==> src/rtl/fa_array_reg_pkg.sv <==
// Shared constants for the MBE radix-4 multiplier reduction tree.
// Holds the default adder-array width and the carry-save / ripple mode selectors.
package fa_array_reg_pkg;

  localparam int unsigned FaDefaultWidth  = 1;

  localparam int unsigned FaModeCarrySave = 0;
  localparam int unsigned FaModeRipple    = 1;

endpackage

==> src/rtl/fa_array_reg_full_adder.sv <==
// Purely combinational 1-bit full adder cell (3:2 compressor).
module full_adder (
  input  logic a,
  input  logic b,
  input  logic cin,
  output logic sum,
  output logic carry
);

  assign sum   = a ^ b ^ cin;
  assign carry = (a & b) | (a & cin) | (b & cin);

endmodule

==> src/rtl/fa_array_reg.sv <==
// Registered array of full adders, either independent carry-save bits or a ripple chain,
// followed by one output register stage with a valid flag.
module fa_array_reg
  import fa_array_reg_pkg::*;
#(
  parameter int unsigned WIDTH  = FaDefaultWidth,
  parameter int unsigned RIPPLE = FaModeCarrySave
) (
  input  logic             clk,
  input  logic             rst_n,
  input  logic             in_valid,
  input  logic [WIDTH-1:0] a,
  input  logic [WIDTH-1:0] b,
  input  logic [WIDTH-1:0] cin,
  output logic [WIDTH-1:0] sum,
  output logic [WIDTH-1:0] carry,
  output logic             out_valid
);

  logic [WIDTH-1:0] cell_sum;
  logic [WIDTH-1:0] cell_carry;

  for (genvar i = 0; i < WIDTH; i++) begin : g_bit
    logic ci;
    logic co;

    // Per-bit carry nets keep the ripple chain free of self-referencing vectors.
    if ((RIPPLE == FaModeRipple) && (i > 0)) begin : g_chain
      assign ci = g_bit[i-1].co;
    end else begin : g_local
      assign ci = cin[i];
    end

    full_adder u_fa (
      .a     (a[i]),
      .b     (b[i]),
      .cin   (ci),
      .sum   (cell_sum[i]),
      .carry (co)
    );

    assign cell_carry[i] = co;
  end

  logic [WIDTH-1:0] sum_d,   sum_q;
  logic [WIDTH-1:0] carry_d, carry_q;
  logic             valid_d, valid_q;

  always_comb begin
    sum_d   = sum_q;
    carry_d = carry_q;
    valid_d = 1'b0;
    if (!rst_n) begin
      sum_d   = '0;
      carry_d = '0;
    end else if (in_valid) begin
      sum_d   = cell_sum;
      carry_d = cell_carry;
      valid_d = 1'b1;
    end
  end

  always_ff @(posedge clk) begin
    sum_q   <= sum_d;
    carry_q <= carry_d;
    valid_q <= valid_d;
  end

  assign sum       = sum_q;
  assign carry     = carry_q;
  assign out_valid = valid_q;

endmodule

==> config.mk <==
export PLATFORM = sky130hd
export DESIGN_NAME = fa_array_reg
export DESIGN_NICKNAME = d
export VERILOG_FILES = /design/src/rtl/fa_array_reg_pkg.sv /design/src/rtl/fa_array_reg_full_adder.sv /design/src/rtl/fa_array_reg.sv
export SDC_FILE = /design/constraint.sdc
export NUM_CORES = 1
export LEC_CHECK = 0
export CAP_MARGIN = 20
export CORE_AREA = 2 2 39 41
export CTS_BUF_LIST = sky130_fd_sc_hd__clkbuf_4 sky130_fd_sc_hd__clkbuf_8
export DETAILED_ROUTE_END_ITERATION = 10
export DIE_AREA = 0 0 41 43
export PLACE_DENSITY = 0.3
export RECOVER_POWER = 100
export SLEW_MARGIN = 30
export SYNTH_ARGS = -nofsm -noshare
export SYNTH_HDL_FRONTEND = slang
export SYNTH_HIERARCHICAL = 1
export SYNTH_SLANG_ARGS = --single-unit
==> constraint.sdc <==
create_clock -name clk -period 2.05 [get_ports clk]
set_input_delay 0.205 -clock clk [delete_from_list [all_inputs] [get_ports clk]]
set_output_delay 0.205 -clock clk [all_outputs]
set_load 0.02 [all_outputs]
# Yosys cells after proc, flatten, opt, wreduce, memory -nomap -nowiden
# Cells that the tools add are included.
# word_totals
word_cells	11
input_bits	6
reg_bits	3
out_inout_bits	3
# classes
n_mux	1
bitwise	7
# ops
op	count
1-bit AND	3
1-bit bitwise OR	2
1-bit XOR	2
1-bit 2-to-1 mux	1

# Longest topological paths before layout
# Gate-level depths: netlist of the first run.
# depth
word_depth	3
ltp_mapped	3
ltp_nobuf	3

# Modules after synthesis
# Netlist of the first run, hierarchy kept.
# modules_own_cells
module	area_per_inst_um2	n_inst	seq_area_each_um2	cells_per_inst
fa_array_reg	100.1	1	60.1	8
full_adder	20.0	1	0.0	1

# Worst setup path before layout of the first run
# OpenSTA, ideal clock, no wires.
# synth_timing
path_kind	input to register
startpoint	in a
endpoint	reg sum_q (netlist: sum)
stages	3
required_ps	1934
setup_ps	116
arrival_ps	832
setup_slack_ps	1102
path_buffers	0
path_cell_list	fa_1 -> mux2i_1 -> nor2b_1
# synth_between
elab_chain_cells	2
# synth_lines
item	line_no	rtl
start, declared	fa_array_reg.sv:12	input logic [WIDTH-1:0] a,
1-bit XOR (2 in series)	fa_array_reg_full_adder.sv:10	assign sum = a ^ b ^ cin;
end signal, assigned	fa_array_reg.sv:64	sum_q <= sum_d;
end, declared	fa_array_reg.sv:45	logic [WIDTH-1:0] sum_d, sum_q;
# Every way passes these cells.
# A chain may end at the register's enable or synchronous reset.

# Worst setup path in the final report of the first run
# layout_timing
startpoint	reg carry_q (netlist: carry)
endpoint	out carry
# layout_lines
item	line_no	rtl
start, declared	fa_array_reg.sv:46	logic [WIDTH-1:0] carry_d, carry_q;
start signal, assigned	fa_array_reg.sv:65	carry_q <= carry_d;
end, declared	fa_array_reg.sv:16	output logic [WIDTH-1:0] carry,
# No word-level cell between the ends.

==> summary.txt, run 1 <==
Mapped Avg Cell Area = 13.3 sq um
Worst Path Buf+Inv = 1
Hold buffers post-CTS = 0
Post-CTS Setup Bufs = 0
Pins Over Slew Limit = 0
DRC = 0
Synth top area cells = dfxtp_1 50%, fa_1 17%, mux2i_1 17%
WS Path Type = register to output pin
Yosys cell types = 5
Yosys top cell by area = dfxtp_1
Min-delay worst type = register to register
Post-synthesis cell count = 9
Maximum capacitance violations = 0
Total power = 0.213 mW
Internal power = 0.168 mW
Leak = 0.107 nW
Die ar. = 0.00176 sq mm
Part of the cycle the worst path needs = 69.2%
Complex-gate fraction of the synthesized area = 0%
WL/cell = 7.78 um
Fin util = 18.1%
Iteration-0 DRC count of the detailed router = 2
Slowest-stage cell, CP = dlygate4sd3_1
Largest delay contributor family on the critical path = buffers and inverters
Post-CTS sizing = 0
Filler cell count = 150
Initial Util = 8.68%
Via count = 105
Share of cells above drive strength 1 = 23.8%
I/O Buffers = 8
Clk root buf = clkbuf_4
Drt pass-1 iters = 2
CTS tree = done
Post-synthesis mux area share = 16.7%
Outcome = finished, final reports clean
Worst-Margin Slew = 221 ps
ANT cells = 0
Clk sinks = 3
Die height = 43 um
Max Fclk = 705 MHz
Share of total power in sequential cells = 30.4%
Startpoint Class = register
Critical-path cell list = dlygate4sd3_1
Ports = 9
CTS Buffer Depth = 2
Via-to-Cell Ratio = 2.84
Std cell rows = 14
Hold Vio Cnt, Final = 0
DIE WIDTH = 41 um
Core ar. = 0.00138 sq mm
Num CTS Buffers = 3
Worst-path clk slew = 40 ps
Worst EP arrival = 1210 ps
Later-pin clock latency in the skew report = 230 ps
Max Clock Skew = 0 ps
Post-route minimum period = 1420 ps
Switching Power = 0.0447 mW
Nets = 29
Synth Net Count = 16
#FFs+latches synth = 3
Global-route usage over all layers = 4.90%
Area share of the largest cell type after synthesis = 50.0%
Switching share of power = 21.0%
Setup TNS = 0 ps
Final ANT Viol Nets = 0
H-tree lvl count = 1
Max_slew headroom = 85.2%
Antenna violations before repair = 0
First-pass GRT wire length = 420 um
PwrDens = 849 mW/mm^2
Synthesized area = 120 sq um
Area Growth Syn to Fin = 108%
Clock Power Share = 54.6%
Largest net degree at the start of global routing = 4
Yosys Warn Count = 6
Synth Area in XOR/XNOR = 0%
CP Capture Type = output pin
Maximum fanout along the worst path = 2
GRT overflow = 0
Simple-gate share of the synthesized area = 16.7%
Hold WS = 514 ps
Critical Path Max Stage Delay = 670 ps
Comb power frac = 15.1%
Area share of fa/ha/maj cells after synthesis = 16.7%
Final GP Congestion = 0.583
Sequential fraction of the synthesis area = 50.0%
Final setup viols = 0
Worst VDD drop = 0.143 mV
Detailed-route wire length = 288 um
RSZ-0062 raised after global routing = no
Largest family of logic cells by synthesized area = simple AND/OR/NAND/NOR gates
Worst path required time = 1850 ps
Vias in the first global route = 130
-- path summary, 6_finish.rpt --
path	from	to	slack (ps)	depth (start not counted)
worst min register to register	sum$_SDFFE_PN0P_	sum$_SDFFE_PN0P_	510	2
worst max register to register	carry$_SDFFE_PN0P_	carry$_SDFFE_PN0P_	1450	2
worst max-delay path	carry$_SDFFE_PN0P_	carry	630	1
worst min-delay path	sum$_SDFFE_PN0P_	sum$_SDFFE_PN0P_	510	2
-- through the flow --
stage / setup slack, ps / cell area (sq um) / cells
3_3_place_gp: 587 / 220 / 33
6_report: 632 / 250 / 37
2_1_floorplan: 1100 / 120 / 9
5_1_grt: 565 / 250 / 37
3_5_place_dp: 595 / 220 / 33
4_1_cts: 684 / 250 / 37
-- registers in the layout, summed over array words and instances, names as in the netlist --
name,flops
carry,1
out_valid,1
sum,1
-- area by class of cell --
class                      count  area, sq um  area share (%)
multi-input combinational      6         60.1            24.0
sequential                     3         60.1            24.0
clock buffer                   4         30.0            12.0
tap                           16         20.0            8.00
timing repair buffer           8         80.1            32.0
-- metal layers --
metal | vias to the layer above | GRT usage, % | share of wire [%]
li1 | 52 | - | -
met1 | 44 | 3.18 | 44
met2 | 9 | 4.69 | 37
met3 | 0 | 6.28 | 18
met4 | 0 | 8.00 | 0
met5 | - | 0 | 0
-- power groups by stage --
stage	sequential [mW]	clock, mW	combinational (mW)
finish	0.0645	0.116	0.0320
global route	0.0648	0.132	0.0357
CTS	0.0647	0.124	0.0350
detailed placement	0.0656	0	0.0349
global placement	0.0655	0	0.0356
floorplan	0.0709	0	0.00791
-- worst reg2reg max path: stages (launching register included) --
cell     delay [ps]
dfxtp_1         300
mux2i_1         140
nor2b_1          60
-- cells by family (layout without fill, tap and decap cells) --
family        Yosys count  count (layout)
fa+ha+maj               1               1
flops                   3               3
mux                     2               2
buf+inv                 0              12
simple gates            3               3
-- cell usage after synthesis --
cell type,instances
and2_2,1
dfxtp_1,3
fa_1,1
mux2i_1,2
nor2b_1,2
-- layout by cell type (no fill, tap or decap) --
| cell | count |
|---|---|
| nor2b_1 | 2 |
| and2_2 | 1 |
| dfxtp_1 | 3 |
| mux2i_1 | 2 |
| clkdlybuf4s50_1 | 3 |
| dlygate4sd3_1 | 5 |
| clkbuf_4 | 4 |
| fa_1 | 1 |
Power figures use the tool's default switching activity.
==> run 2: changes to the inputs <==
==> constraint.sdc (replaced) <==
create_clock -name clk -period 1.25 [get_ports clk]
set_input_delay 0.125 -clock clk [delete_from_list [all_inputs] [get_ports clk]]
set_output_delay 0.125 -clock clk [all_outputs]
set_load 0.02 [all_outputs]
==> summary.txt, run 2 (synthesis results as in run 1) <==
Outcome = finished, final reports clean
ANT cells = 0
Pins Over Slew Limit = 0
Die ar. = 0.00176 sq mm
Ports = 9
Max Clock Skew = 0 ps
I/O Buffers = 8
Vias in the first global route = 123
GRT overflow = 0
Startpoint Class = input pin
Worst-path clk slew = 40 ps
Later-pin clock latency in the skew report = 230 ps
CP Capture Type = register
DRC = 0
Drt pass-1 iters = 1
Post-CTS Setup Bufs = 0
Hold Vio Cnt, Final = 0
Final ANT Viol Nets = 0
Global-route usage over all layers = 4.51%
Worst path required time = 1370 ps
Via count = 109
Launch point of the critical path = a
Filler cell count = 161
Register-to-register setup slack = 660 ps
Share of cells above drive strength 1 = 23.8%
Clk sinks = 3
Max Fclk = 898 MHz
Fin util = 17.8%
Initial Util = 8.68%
Area Growth Syn to Fin = 105%
Final HPWL DP = 235 um
Worst VDD drop = 0.264 mV
CP Capture Point = sum$_SDFFE_PN0P_
Worst-Margin Slew = 218 ps
Leak = 0.110 nW
Largest net degree at the start of global routing = 4
Via-to-Cell Ratio = 2.95
Final GP Congestion = 0.558
Final setup viols = 0
Clk root buf = clkbuf_4
H-tree lvl count = 1
WL/cell = 8.03 um
Worst hold start = sum$_SDFFE_PN0P_
Reg2Reg Depth = 2
Antenna violations before repair = 0
Die height = 43 um
Min-delay worst type = register to register
RSZ-0062 raised after global routing = no
CTS tree = done
Maximum fanout along the worst path = 1
Maximum capacitance violations = 0
Part of the cycle the worst path needs = 89.0%
Std cell rows = 14
Iteration-0 DRC count of the detailed router = 0
Num CTS Buffers = 3
Max_slew headroom = 85.5%
FF-to-FF Start = carry$_SDFFE_PN0P_
Detailed-route wire length = 297 um
Most frequent cells in the layout = 4 x clkbuf_4, 4 x clkdlybuf4s50_1, 3 x dfxtp_1, 3 x dlygate4sd2_1
First-pass GRT wire length = 407 um
Reg-to-reg endpoint = carry$_SDFFE_PN0P_
CTS Buffer Depth = 2
DIE WIDTH = 41 um
Nets = 29
PwrDens = 1410 mW/mm^2
Total power = 0.348 mW
Setup TNS = 0 ps
Post-route minimum period = 1110 ps
WS Path Type = input pin to register
Core ar. = 0.00138 sq mm
Worst EP arrival = 1240 ps
## run 2: through the flow
step | instance area, sq um | hold slack (ps) | instances | setup WS [ps]
5_1_grt | 246 | 534 | 37 | 76.3
4_1_cts | 246 | 509 | 37 | 142
2_1_floorplan | 120 | 253 | 9 | 382
3_3_place_gp | 220 | 507 | 33 | -126
6_report | 246 | 501 | 37 | 137
3_5_place_dp | 220 | 500 | 33 | -113
## run 2: critical path, cell delays in order
cell	delay (ps)
clkdlybuf4s50_1	430
fa_1	490
mux2i_1	140
nor2b_1	50
## run 2: layout make-up
type | count | area (sq um) | area share, %
Clock buffer | 4 | 30.0 | 12.2
Multi-Input combinational cell | 6 | 60.1 | 24.4
Sequential cell | 3 | 60.1 | 24.4
Tap cell | 16 | 20.0 | 8.12
Timing Repair Buffer | 8 | 76.3 | 31.0
## run 2: worst min-delay path by stage
stage,endpoint,slack [ps],cells after the start
after floorplan,carry$_SDFFE_PN0P_,250,1
after global placement,carry$_SDFFE_PN0P_,510,2
after detailed placement,sum$_SDFFE_PN0P_,500,2
after CTS,sum$_SDFFE_PN0P_,510,2
after global routing,carry$_SDFFE_PN0P_,530,2
final,sum$_SDFFE_PN0P_,500,2
## run 2: layer usage
metal / share of wire [%] / routed length [um] / vias up / track usage [%]
li1: - / - / 52 / -
met1: 38 / 114 / 48 / 2.88
met2: 42 / 126 / 9 / 4.38
met3: 19 / 56 / 0 / 3.66
met4: 0 / 0 / 0 / 10.0
met5: 0 / 0 / - / 0
## run 2: where the power goes
| part | switching [mW] | total (mW) | internal [mW] |
|---|---|---|---|
| combinational | 0.0224 | 0.0518 | 0.0294 |
| sequential | 0.00231 | 0.106 | 0.103 |
| clock | 0.0493 | 0.190 | 0.141 |
## run 2: what timing repair did
item,CTS,global route
resized for setup,3,0
endpoints found under the setup margin,3,0
hold buffers,0,0
==> run 3: changes to the inputs <==
--- a/config.mk
+++ b/config.mk
@@ -6,10 +6,10 @@
 export NUM_CORES = 1
 export LEC_CHECK = 0
 export CAP_MARGIN = 20
-export CORE_AREA = 2 2 39 41
+export CORE_AREA = 4 4 41 43
 export CTS_BUF_LIST = sky130_fd_sc_hd__clkbuf_4 sky130_fd_sc_hd__clkbuf_8
 export DETAILED_ROUTE_END_ITERATION = 10
-export DIE_AREA = 0 0 41 43
+export DIE_AREA = 0 0 45 47
 export PLACE_DENSITY = 0.3
 export RECOVER_POWER = 100
 export SLEW_MARGIN = 30
==> summary.txt, run 3 (synthesis results as in run 1) <==
Hold Vio Cnt, Final = 0
Maximum capacitance violations = 0
Drt pass-1 iters = 1
Final instance area = 245 sq um
Maximum fanout along the worst path = 1
I/O Buffers = 8
Outcome = finished, final reports clean
Nets = 29
Die ar. = 0.00212 sq mm
Max Clock Skew = 0 ps
Worst EP arrival = 1250 ps
Worst path required time = 1370 ps
Largest net degree at the start of global routing = 4
Max_slew headroom = 85.9%
Area Growth Syn to Fin = 104%
Initial Util = 9.23%
Post-Place Setup Slack = -151 ps
GRT overflow = 0
PwrDens = 1440 mW/mm^2
Startpoint Class = input pin
Global-route usage over all layers = 4.19%
Setup TNS = 0 ps
Std cell rows = 13
Ports = 9
CTS Buffer Depth = 2
Leak = 0.110 nW
Pins Over Slew Limit = 0
Num CTS Buffers = 3
Clk root buf = clkbuf_4
Hold buffers post-CTS = 0
Placed inst area = 219 sq um
Critical-path cell list = clkdlybuf4s50_1, fa_1, mux2i_1, nor2b_1
Later-pin clock latency in the skew report = 230 ps
Die height = 47 um
CTS tree = done
Via count = 101
WL/cell = 8.64 um
Most frequent cells in the layout = 4 x clkbuf_4, 4 x clkdlybuf4s50_1, 3 x dfxtp_1, 3 x dlygate4sd2_1
Worst VDD drop = 0.754 mV
Iteration-0 DRC count of the detailed router = 0
Antenna violations before repair = 0
DIE WIDTH = 45 um
Post-route minimum period = 1130 ps
Slowest-stage cell, CP = fa_1
First-pass GRT wire length = 503 um
Share of cells above drive strength 1 = 23.8%
Layout Cells excl Fill = 36
Worst-path clk slew = 40 ps
Min-delay worst type = input pin to register
Part of the cycle the worst path needs = 90.3%
Via-to-Cell Ratio = 2.81
Worst-Margin Slew = 213 ps
ANT cells = 0
Final ANT Viol Nets = 0
Critical Path Max Stage Delay = 480 ps
Placed Cells = 32
WS Path Type = input pin to register
Clk sinks = 3
Detailed-route wire length = 311 um
Vias in the first global route = 117
Core ar. = 0.00130 sq mm
RSZ-0062 raised after global routing = no
H-tree lvl count = 1
DRC = 0
Max Fclk = 886 MHz
CP Capture Type = register
Final setup viols = 0
Final GP Congestion = 0.693
Final worst slack = 121 ps
run 3: cell counts in the layout (fill, tap and decap cells not counted):
No cell type changed its count.
run 3: per-layer routing:
layer / wire (um) / share of wire [%] / up-vias / global-route usage, %
li1: - / - / 52 / -
met4: 0 / 0 / 0 / 1.75
met1: 153 / 49 / 37 / 4.55
met5: 0 / 0 / - / 0
met2: 73 / 23 / 12 / 3.39
met3: 84 / 27 / 0 / 6.90
run 3: final cells by class:
class                      count  area (sq um)
clock buffer                   4          30.0
tap                           15          18.8
timing repair buffer           8          76.3
sequential                     3          60.1
multi-input combinational      6          60.1
fill                         150          1060
run 3: worst paths after layout:
| kind | from | to | slack, ps | cells after the start |
|---|---|---|---|---|
| hold / removal | rst_n | sum$_SDFFE_PN0P_ | 500 | 2 |
| hold reg to reg | carry$_SDFFE_PN0P_ | carry$_SDFFE_PN0P_ | 510 | 2 |
| setup reg to reg | carry$_SDFFE_PN0P_ | carry$_SDFFE_PN0P_ | 650 | 2 |
| setup / recovery | a | sum$_SDFFE_PN0P_ | 120 | 4 |
run 3: metrics by stage:
step / hold WS (ps) / power, mW / util [%]
6_report: 497 / 0.352 / 18.8
5_1_grt: 499 / 0.384 / 18.8
2_1_floorplan: 253 / 0.129 / -
4_1_cts: 504 / 0.359 / 18.8
3_5_place_dp: 510 / 0.166 / 16.8
3_3_place_gp: 503 / 0.166 / 16.8
run 3: power breakdown:
| group | total, mW | switching (mW) | internal [mW] |
|---|---|---|---|
| logic | 0.0517 | 0.0225 | 0.0292 |
| clock network | 0.195 | 0.0532 | 0.141 |
| registers | 0.106 | 0.00236 | 0.103 |
| total | 0.352 | 0.0781 | 0.274 |
run 3: timing repair:
item / CTS / global route
setup endpoints to repair: 3 / 0
hold endpoints to repair: 0 / 0
resized for setup: 3 / 0
buffers inserted: 0 / 0
run 3: worst max-delay path, delay by kind of cell:
kind,cells,cell delay (ps)
fa+ha+maj,1,480
mux,1,160
simple gates,1,60
buf+inv,1,430
